### src/rtl/pcie_wrap0_st_pkg.sv
// Purpose: shared FSM encoding, beat layout helpers and counter arithmetic for the ST channel filter.
// Latency: n/a (declarations only).
// Backpressure: n/a.
package pcie_wrap0_st_pkg;

    // Per-packet filter state; only accepted beats move it.
    typedef enum logic [1:0] {
        ST_IDLE = 2'd0,
        ST_FWD  = 2'd1,
        ST_DROP = 2'd2
    } st_state_t;

    // Beat layout inside the skid stage, MSB first: {sop, eop, chan, data}.
    function automatic int beat_w(input int data_w, input int ch_w);
        return data_w + ch_w + 2;
    endfunction

    function automatic int chan_lsb(input int data_w);
        return data_w;
    endfunction

    function automatic int eop_bit(input int data_w, input int ch_w);
        return data_w + ch_w;
    endfunction

    function automatic int sop_bit(input int data_w, input int ch_w);
        return data_w + ch_w + 1;
    endfunction

    // Increment that sticks at max_val instead of wrapping.
    function automatic logic [31:0] sat_inc(input logic [31:0] cnt, input logic [31:0] max_val);
        return (cnt >= max_val) ? cnt : cnt + 32'd1;
    endfunction

endpackage

### src/rtl/pcie_wrap0_st_skid_buffer.sv
// Purpose: 2-entry registered ready/valid stage (output reg + skid reg), order preserving.
// Latency: 1 cycle from accepted input to out_vld when the output is not stalled.
// Backpressure: in_rdy is registered and drops only when both entries will be full; 1 beat/cycle sustained.
// Ports: clk/reset_n; in_vld/in_rdy/in_dat sink side; out_vld/out_rdy/out_dat source side.
module pcie_wrap0_st_skid_buffer #(
    parameter int W = 8
) (
    input  logic         clk,
    input  logic         reset_n,
    input  logic         in_vld,
    output logic         in_rdy,
    input  logic [W-1:0] in_dat,
    output logic         out_vld,
    input  logic         out_rdy,
    output logic [W-1:0] out_dat
);

    logic         sk_vld;
    logic [W-1:0] sk_dat;
    logic         push;
    logic         pop;
    logic         sk_vld_nxt;

    assign push = in_vld & in_rdy;
    assign pop  = out_vld & out_rdy;

    // The skid entry is occupied next cycle if it holds data that cannot move up,
    // or if a new beat arrives while the output register is stalled.
    assign sk_vld_nxt = (sk_vld & ~pop) | (out_vld & ~pop & push);

    always_ff @(posedge clk or negedge reset_n) begin
        if (!reset_n) begin
            out_vld <= 1'b0;
            out_dat <= '0;
            sk_vld  <= 1'b0;
            sk_dat  <= '0;
            in_rdy  <= 1'b0;
        end else begin
            in_rdy <= ~sk_vld_nxt;
            sk_vld <= sk_vld_nxt;
            if (!out_vld || pop) begin
                // Skid entry is older than anything arriving now, so it moves up first.
                if (sk_vld) begin
                    out_vld <= 1'b1;
                    out_dat <= sk_dat;
                end else begin
                    out_vld <= push;
                    if (push) begin
                        out_dat <= in_dat;
                    end
                end
            end
            if (out_vld && !pop && push) begin
                sk_dat <= in_dat;
            end
        end
    end

endmodule

### src/rtl/pcie_wrap0_st_channel_filter.sv
// Purpose: Avalon-ST channel narrowing adapter that forwards or drops whole packets by channel.
// Latency: 1 cycle for forwarded beats (registered skid stage); dropped beats are consumed silently.
// Backpressure: in_ready is registered from the skid stage; drops only when both skid entries fill.
// Ports: clk/reset_n; in_* Avalon-ST sink; out_* Avalon-ST source with OUT_CH_W channel;
//        drop_count/err_count saturating packet-drop and framing-error counters.
module pcie_wrap0_st_channel_filter
    import pcie_wrap0_st_pkg::*;
#(
    parameter int DATA_W      = 8,
    parameter int IN_CH_W     = 8,
    parameter int OUT_CH_W    = 1,
    parameter int MAX_CHANNEL = 0,
    parameter int CNT_W       = 16
) (
    input  logic                clk,
    input  logic                reset_n,
    output logic                in_ready,
    input  logic                in_valid,
    input  logic [DATA_W-1:0]   in_data,
    input  logic [IN_CH_W-1:0]  in_channel,
    input  logic                in_startofpacket,
    input  logic                in_endofpacket,
    input  logic                out_ready,
    output logic                out_valid,
    output logic [DATA_W-1:0]   out_data,
    output logic [OUT_CH_W-1:0] out_channel,
    output logic                out_startofpacket,
    output logic                out_endofpacket,
    output logic [CNT_W-1:0]    drop_count,
    output logic [CNT_W-1:0]    err_count
);

    localparam int                 BEAT_W  = beat_w(DATA_W, OUT_CH_W);
    localparam int                 CH_LSB  = chan_lsb(DATA_W);
    localparam int                 EOP_IDX = eop_bit(DATA_W, OUT_CH_W);
    localparam int                 SOP_IDX = sop_bit(DATA_W, OUT_CH_W);
    localparam logic [IN_CH_W-1:0] MAX_CH  = IN_CH_W'(MAX_CHANNEL);
    localparam logic [CNT_W-1:0]   CNT_MAX = '1;

    st_state_t           state;
    st_state_t           state_nxt;
    logic [OUT_CH_W-1:0] chan_r;
    logic [OUT_CH_W-1:0] beat_chan;
    logic                chan_ok;
    logic                accept;
    logic                fwd;
    logic                drop_evt;
    logic                err_evt;
    logic [BEAT_W-1:0]   beat_in;
    logic [BEAT_W-1:0]   beat_out;

    assign chan_ok = (in_channel <= MAX_CH);
    assign accept  = in_valid & in_ready;

    // Filter decision for the beat currently on the input. A SOP always starts a
    // fresh packet, even inside an unterminated one; that case is also a framing error.
    always_comb begin
        state_nxt = state;
        fwd       = 1'b0;
        drop_evt  = 1'b0;
        err_evt   = 1'b0;
        beat_chan = chan_r;
        if (in_startofpacket) begin
            beat_chan = in_channel[OUT_CH_W-1:0];
            fwd       = chan_ok;
            drop_evt  = ~chan_ok;
            err_evt   = (state != ST_IDLE);
            if (in_endofpacket) begin
                state_nxt = ST_IDLE;
            end else begin
                state_nxt = chan_ok ? ST_FWD : ST_DROP;
            end
        end else begin
            case (state)
                ST_IDLE: err_evt = 1'b1;    // orphan beat: discarded
                ST_FWD: begin
                    fwd = 1'b1;
                    if (in_endofpacket) begin
                        state_nxt = ST_IDLE;
                    end
                end
                ST_DROP: begin
                    if (in_endofpacket) begin
                        state_nxt = ST_IDLE;
                    end
                end
                default: state_nxt = ST_IDLE;
            endcase
        end
    end

    always_ff @(posedge clk or negedge reset_n) begin
        if (!reset_n) begin
            state      <= ST_IDLE;
            chan_r     <= '0;
            drop_count <= '0;
            err_count  <= '0;
        end else if (accept) begin
            state <= state_nxt;
            if (in_startofpacket) begin
                chan_r <= in_channel[OUT_CH_W-1:0];
            end
            if (drop_evt) begin
                drop_count <= CNT_W'(sat_inc(32'(drop_count), 32'(CNT_MAX)));
            end
            if (err_evt) begin
                err_count <= CNT_W'(sat_inc(32'(err_count), 32'(CNT_MAX)));
            end
        end
    end

    assign beat_in = {in_startofpacket, in_endofpacket, beat_chan, in_data};

    // Only forwarded beats are offered to the skid stage; dropped beats are still
    // acknowledged through in_ready and simply vanish.
    pcie_wrap0_st_skid_buffer #(
        .W(BEAT_W)
    ) u_skid (
        .clk     (clk),
        .reset_n (reset_n),
        .in_vld  (in_valid & fwd),
        .in_rdy  (in_ready),
        .in_dat  (beat_in),
        .out_vld (out_valid),
        .out_rdy (out_ready),
        .out_dat (beat_out)
    );

    assign out_startofpacket = beat_out[SOP_IDX];
    assign out_endofpacket   = beat_out[EOP_IDX];
    assign out_channel       = beat_out[CH_LSB +: OUT_CH_W];
    assign out_data          = beat_out[DATA_W-1:0];

endmodule

### config.mk
export PLATFORM = sky130hd
export DESIGN_NAME = pcie_wrap0_st_channel_filter
export DESIGN_NICKNAME = d
export VERILOG_FILES = /design/src/rtl/pcie_wrap0_st_pkg.sv /design/src/rtl/pcie_wrap0_st_skid_buffer.sv /design/src/rtl/pcie_wrap0_st_channel_filter.sv
export SDC_FILE = /design/constraint.sdc
export NUM_CORES = 1
export LEC_CHECK = 0
export CAP_MARGIN = 20
export CORE_MARGIN = 3
export CORE_UTILIZATION = 53
export DETAILED_ROUTE_END_ITERATION = 12
export PLACE_DENSITY_LB_ADDON = 0.25
export SLEW_MARGIN = 20
export SYNTH_ARGS = -nofsm -noshare
export SYNTH_HDL_FRONTEND = slang
export SYNTH_SLANG_ARGS = --single-unit
export TNS_END_PERCENT = 50
### constraint.sdc
create_clock -name clk -period 3.35 [get_ports clk]
set_clock_uncertainty 0.1 [all_clocks]
set_input_delay 1.005 -clock clk [delete_from_list [all_inputs] [get_ports clk]]
set_output_delay 1.005 -clock clk [all_outputs]
set_load 0.02 [all_outputs]
==> impl_results.md, run 1 <==
* Status: finished, final reports clean
* Setup tns final at 0 ns
* VDD IR max at 0.0003879 V
* Slowest cell on crit path: clkdlybuf4s50_1
* Routability cong. at 0.7842
* Critical R2R Capture: err_count[10]
* Vias in the first global route at 2210
* Routed WL per cell at around 15 um
* Yosys top cell by area: dfrtp_1
* Count leader, synth: dfrtp_1
* Die W at 78.74 um
* Number of flops mapped to enable cells by yosys at 0
* Crit-path cells: clkdlybuf4s50_1 -> inv_1 -> ha_1 -> and3b_1 -> and3_1 -> o2111ai_1 -> or2_2 -> xnor2_1
* Synth top area share at between 50% and 60%
* Hold WC Path Type: reg -> reg
* DRC Markers at 0
* Reg2reg setup slack at around 1.2 ns
* Final Hold Viols at 0
* Critical path peak fanout at 4
* Yosys cell types at 41
* Fin crit period at 2.824 ns
* Setup bufs post-CTS at 0
* Async SR Flop Fraction at between 90% and 100%
* H-tree Lvls at 3
* Mapped Cells at around 250
* Post-synth top cells: dfrtp_1, nor2_1, xnor2_1
* Fraction of layout instances using a drive strength above 1 at 12.08%
* Die Area at 6199 um^2
* Slew HR at 48.62%
* Fillers at about 340
* Leakage at around 1.7 nW
* DR iter-0 viols at ~120
* # resized after CTS at 0
* WHS Endpoint: u_skid.sk_dat[4]
* Area of the multi-input gates at between 1000 and 1500 um^2
* Hold Path Depth at 1
* Pwr/cell area at around 560 nW/um^2
* Syn Area/Cell at between 10 and 15 um^2
* Antenna cells at 0
* I/O Buffers at 66
* Util after Layout at 77.43%
* Post-Syn Nets at around 280
* CP Class: in -> reg
* Hold Crit Start: u_skid.sk_dat[4]
* Area of the core at 4911 um^2
* Clock buffer depth at 2
* Worst Path Required at about 3.5 ns
* Register Area at approximately 1500 um^2
* CTS Sinks at 60
* Final period util at 84.31%
* Initial core utilization at between 50% and 60%
* # hold bufs at CTS at 0
* Synth Flop Type: dfrtp_1
* RSZ-0062 raised after global routing: false
* Mapped Area at around 2800 um^2
* Total CTS buffers at 9
* Total track usage at 20.85%
* Clk slew on worst S/H paths at 0.07 ns
* First-pass GRT wire length at 10.10 mm
* Seq cells post-synth at 60
* Setup crit end kind: flip-flop
* Fin. max-slew vios at 0
* Worst slew pin tran at between 0.7 and 0.8 ns
* Max incr delay on CP at roughly 0.47 ns
* Post-DP HPWL at approximately 4.2 mm
* RR Startpoint: state[0]
* Fmax at approximately 0.35 GHz
* CP Data Arrival Time at slightly below 3 ns
* Setup-failing EPs final at 0
* Initial antenna violation count at 0
* Synth warnings at 0
* Max-Cap Viols at 0
* Hold slack final at just under 0.4 ns
* Clock Latency Late Sink at 0.34 ns
* Ports at 67
* Global route overflow at 0
* Root buf cell: clkbuf_8
* Antenna Nets Post-Route at 0
* Tot Pwr at approximately 2.1 mW
* Largest net degree at the start of global routing at 26
* Cell row count at 25
* Vias after detailed routing at 2164
* Top post-synthesis cells by area: dfrtp_1, xnor2_1, mux2i_1
* R2R depth at 8
* Drt pass-1 iters at 4
* Final wirelength at 5.974 mm
* Synthesis-to-finish area growth at 35.61%
* Die height at 78.74 um
* Post-DR vias/cell at 5.437
* CTS tree: yes
* Crit path launch type: primary input
* Nets at ~350
* Register area share after synthesis at between 50% and 60%
layer usage:
metal | vias to the layer above | GRT usage (%) | part of all wire (%)
met5 | - | 0 | 0
met1 | 1068 | 24.83 | 43
met4 | 0 | 8.741 | 1.5
met3 | 10 | 5.669 | 4.2
li1 | 1033 | - | -
met2 | 53 | 35.57 | 51
worst max-delay path, delay by kind of cell:
kind	cells	cell delay, ns
compound gates	1	0.17
xor+xnor	1	0.12
fa+ha+maj	1	0.29
buf+inv	2	0.56
simple gates	3	0.80
layout by cell type, fill, tap and decap left out, types with 2 or more instances in the layout:
cell and instances:
mux2_1 8, bufinv_16 3, dfrtp_1 60, xor2_1 9
a21oi_1 16, and2_1 4, buf_4 8, clkinvlp_4 2
a211oi_2 2, clkbuf_8 9, o21ai_0 2, clkinv_2 2
nor2b_1 2, nand3_1 6, clkdlybuf4s50_1 65, inv_1 6
mux2_2 5, and4_1 2, nand4_1 16, nand2_1 18
nor3_1 6, ha_1 5, nor2_1 21, nand3_2 2
and3_1 4, xnor2_1 19, nor4_2 2, mux2i_1 11
kinds of logic (layout without fill, tap and decap cells):
family,count (synthesis),in the layout,share of synthesized area (%)
AND/OR/NAND/NOR,91,91,17.89
XOR/XNOR,28,28,8.746
flip-flops,60,60,53.55
multiplexers,24,24,9.148
adder cells (fa/ha/maj),5,5,2.231
AO/OA/AOI/OAI,27,27,6.203
buffers and inverters,13,96,2.231
how the worst max path moves through the flow:
stage / from / to / slack, ns
2_1_floorplan: in_channel[4] / u_skid.sk_dat[10] / 0.73
3_3_place_gp: in_startofpacket / err_count[10] / 0.26
3_5_place_dp: in_startofpacket / err_count[10] / 0.22
4_1_cts: in_startofpacket / err_count[10] / 0.56
5_1_grt: in_startofpacket / err_count[10] / 0.45
6_report: in_startofpacket / err_count[10] / 0.53
state kept, by name, indices dropped and copies added, names as in the netlist:
name,count
u_skid.out_dat,11
err_count,16
u_skid.in_rdy,1
state,2
drop_count,16
u_skid.out_vld,1
u_skid.sk_dat,11
chan_r,1
u_skid.sk_vld,1
metrics by stage:
step | instance area, um^2 | setup WS [ns] | cells
2_1_floorplan | 2804 | 0.7298 | 248
3_3_place_gp | 3563 | 0.2587 | 382
3_5_place_dp | 3563 | 0.2220 | 382
4_1_cts | 3802 | 0.5595 | 398
5_1_grt | 3802 | 0.4495 | 398
6_report | 3802 | 0.5257 | 398
where the power goes:
part	switching (mW)	total (mW)	internal, mW
combinational	0.222	0.447	0.225
clock	0.291	0.782	0.491
sequential	0.101	0.901	0.801
area by class of cell:
cell class,instances,area share (%)
clock buffer,9,3.258
clock inverter,7,3.027
inverter,6,0.5923
multi-input combinational,175,32.61
sequential,60,39.49
tap,67,2.205
timing repair buffer,74,18.82
(Power assumes the default switching activity.)
==> run 2: changes to the inputs <==
--- a/config.mk
+++ b/config.mk
@@ -7,7 +7,7 @@
 export LEC_CHECK = 0
 export CAP_MARGIN = 20
 export CORE_MARGIN = 3
-export CORE_UTILIZATION = 53
+export CORE_UTILIZATION = 49
 export DETAILED_ROUTE_END_ITERATION = 12
 export PLACE_DENSITY_LB_ADDON = 0.25
 export SLEW_MARGIN = 20
==> constraint.sdc (replaced) <==
create_clock -name clk -period 2.7 [get_ports clk]
set_clock_uncertainty 0.1 [all_clocks]
set_input_delay 0.81 -clock clk [delete_from_list [all_inputs] [get_ports clk]]
set_output_delay 0.81 -clock clk [all_outputs]
set_load 0.02 [all_outputs]
==> run 2 against run 1 <==
Compared with the run above: clock power rose by 1%; hold slack got worse by 0.020 ns; combinational power rose by 27%; wire length fell by 1.8%; sequential power rose by 24%; critical path depth did not move; count of clock-buffer cells in the layout rose by 3; cell count rose by 2.3%; global-route usage fell by 1.3 points; die area rose by 7.5%; utilization fell by 5.2 points.
==> impl_results.md, run 2 (synthesized netlist as in run 1, its figures left out) <==
* Cell row count at 26 (was 25)
* I/O Buffers at 66 (unchanged)
* CP Class: in -> reg (unchanged)
* Nets at 361 (was 353)
* Die Area at 6666 um^2 (was 6199 um^2)
* Vias in the first global route at 2131 (was 2210)
* CTS Sinks at 60 (unchanged)
* Fraction of layout instances using a drive strength above 1 at 13.35% (was 12.08%)
* Global route overflow at 0 (unchanged)
* Tot Pwr at 2.477 mW (was 2.131 mW)
* Critical path peak fanout at 3 (was 4)
* DR iter-0 viols at 120 (was 116)
* Max-Cap Viols at 0 (unchanged)
* Pre-CTS setup slack at -0.1873 ns (was 0.2220 ns)
* Ports at 67 (unchanged)
* Synthesis-to-finish area growth at 36.59% (was 35.61%)
* Clock Latency Late Sink at 0.33 ns (was 0.34 ns)
* Final Instance Area at 3830 um^2 (was 3802 um^2)
* Cells after DPL at 393 (was 382)
* Fmax at 0.3927 GHz
* Post-DP HPWL at 4.300 mm (was 4.240 mm)
* Top Registers: drop_count (16), err_count (16) (unchanged)
* DRC Markers at 0 (unchanged)
* Die height at 81.65 um (was 78.74 um)
* Setup bufs post-CTS at 0 (unchanged)
* Worst Path Required at 2.81 ns (was 3.47 ns)
* RSZ-0062 raised after global routing: false (unchanged)
* Total CTS buffers at 9 (unchanged)
* Largest net degree at the start of global routing at 38 (was 26)
* Commonest non-fill, non-tap cell in the layout: clkdlybuf4s50_1 (unchanged)
* Setup crit end kind: flip-flop (unchanged)
* Setup-failing EPs final at 0 (unchanged)
* Fin crit period at about 2.5 ns
* Initial core utilization at 52.88% (was 57.10%)
* Slew HR at 51.07% (was 48.62%)
* Antenna cells at 0 (unchanged)
* CTS tree: yes (unchanged)
* Post-DR vias/cell at 5.179 (was 5.437)
* CP Data Arrival Time at 2.66 ns (was 2.94 ns)
* Worst slew pin tran at 0.7340 ns (was 0.7707 ns)
* Drt pass-1 iters at 4 (unchanged)
* Fillers at 412 (was 339)
* Status: finished, final reports clean (unchanged)
* Routability cong. at 0.8204 (was 0.7842)
* Util after Layout at 72.23% (was 77.43%)
* Area of the core at 5303 um^2 (was 4911 um^2)
* Fin. max-slew vios at 0 (unchanged)
* Pwr/cell area at 646.8 nW/um^2 (was 560.5 nW/um^2)
* Final Hold Viols at 0 (unchanged)
* Crit path launch type: primary input (unchanged)
* Final WS setup at 0.1534 ns (was 0.5257 ns)
* VDD IR max at 0.0005905 V (was 0.0003879 V)
* Final wirelength at 5.869 mm (was 5.974 mm)
* Root buf cell: clkbuf_8 (unchanged)
* Die W at 81.65 um (was 78.74 um)
* Clk slew on worst S/H paths at 0.06 ns (was 0.07 ns)
* First-pass GRT wire length at 9.742 mm (was 10.10 mm)
* # resized after CTS at 0 (unchanged)
* H-tree Lvls at 3 (unchanged)
* Placed Instance Area at 3640 um^2 (was 3563 um^2)
* Routed WL per cell at 14.42 um (was 15.01 um)
* Setup tns final at 0 ns (unchanged)
* # hold bufs at CTS at 0 (unchanged)
* Hold WC Path Type: in -> async (was reg -> reg)
* Total track usage at 19.52% (was 20.85%)
* Vias after detailed routing at 2108 (was 2164)
* Initial antenna violation count at 0 (unchanged)
* Clock buffer depth at 2 (unchanged)
* Most frequent cells in the layout: clkdlybuf4s50_1, dfrtp_1, nor2_1, xnor2_1, nand2_1 (unchanged)
* Leakage at 1.703 nW (was 1.675 nW)
* Final period util at a little over nine tenths
* Fin cells at 407 (was 398)
* Hold slack final at 0.3679 ns (was 0.3881 ns)
* Antenna Nets Post-Route at 0 (unchanged)
-- run 2: cell types whose count changed in the layout (fill, tap and decap cells not counted) --
cell / delta
buf_4: +7
bufinv_16: -2
clkbuf_8: +2
clkinvlp_4: -2
buf_12: +1
clkbuf_1: +1
clkinv_2: -1
-- run 2: power by group --
part	switching (mW)	leakage (nW)	internal [mW]	total, mW
registers	0.124	0.805	0.994	1.12
clock network	0.327	0.0983	0.465	0.792
logic	0.277	0.799	0.289	0.567
-- run 2: cell type report --
cell class / count / area [um^2] / area share [%]
flip-flops and latches: 60 / 1501 / 39.20
multi-input cells: 175 / 1240 / 32.38
repair buffers: 82 / 788.3 / 20.58
clock buffers: 12 / 155.1 / 4.051
well taps: 70 / 87.58 / 2.287
clock inverters: 2 / 35.03 / 0.9147
inverters: 6 / 22.52 / 0.5880
-- run 2: critical path: stages --
cell and delay (ns):
clkdlybuf4s50_1 0.50, inv_1 0.07, ha_1 0.28, and3b_1 0.24
and3_1 0.18, o2111ai_1 0.15, or2_2 0.31, xnor2_1 0.12
-- run 2: final timing paths --
kind                                   startpoint  cells after the start  slack (ns)                end
worst min-delay path                      reset_n                      1        0.37      err_count[13]
worst min register to register  u_skid.sk_dat[10]                      1        0.39  u_skid.sk_dat[10]
worst max register to register           state[0]                      8        0.59      err_count[10]
max in group asynchronous                 reset_n                      2        1.55     drop_count[13]
min in group clk                u_skid.sk_dat[10]                      1        0.39  u_skid.sk_dat[10]
worst max-delay path             in_startofpacket                      8        0.15      err_count[10]
-- run 2: layer usage --
layer | vias up | share of wire (%) | global-route usage [%]
met2 | 48 | 48 | 30.54
met1 | 993 | 45 | 24.70
met3 | 12 | 5.4 | 5.811
met4 | 0 | 2.2 | 9.635
met5 | - | 0 | 0
li1 | 1055 | - | -
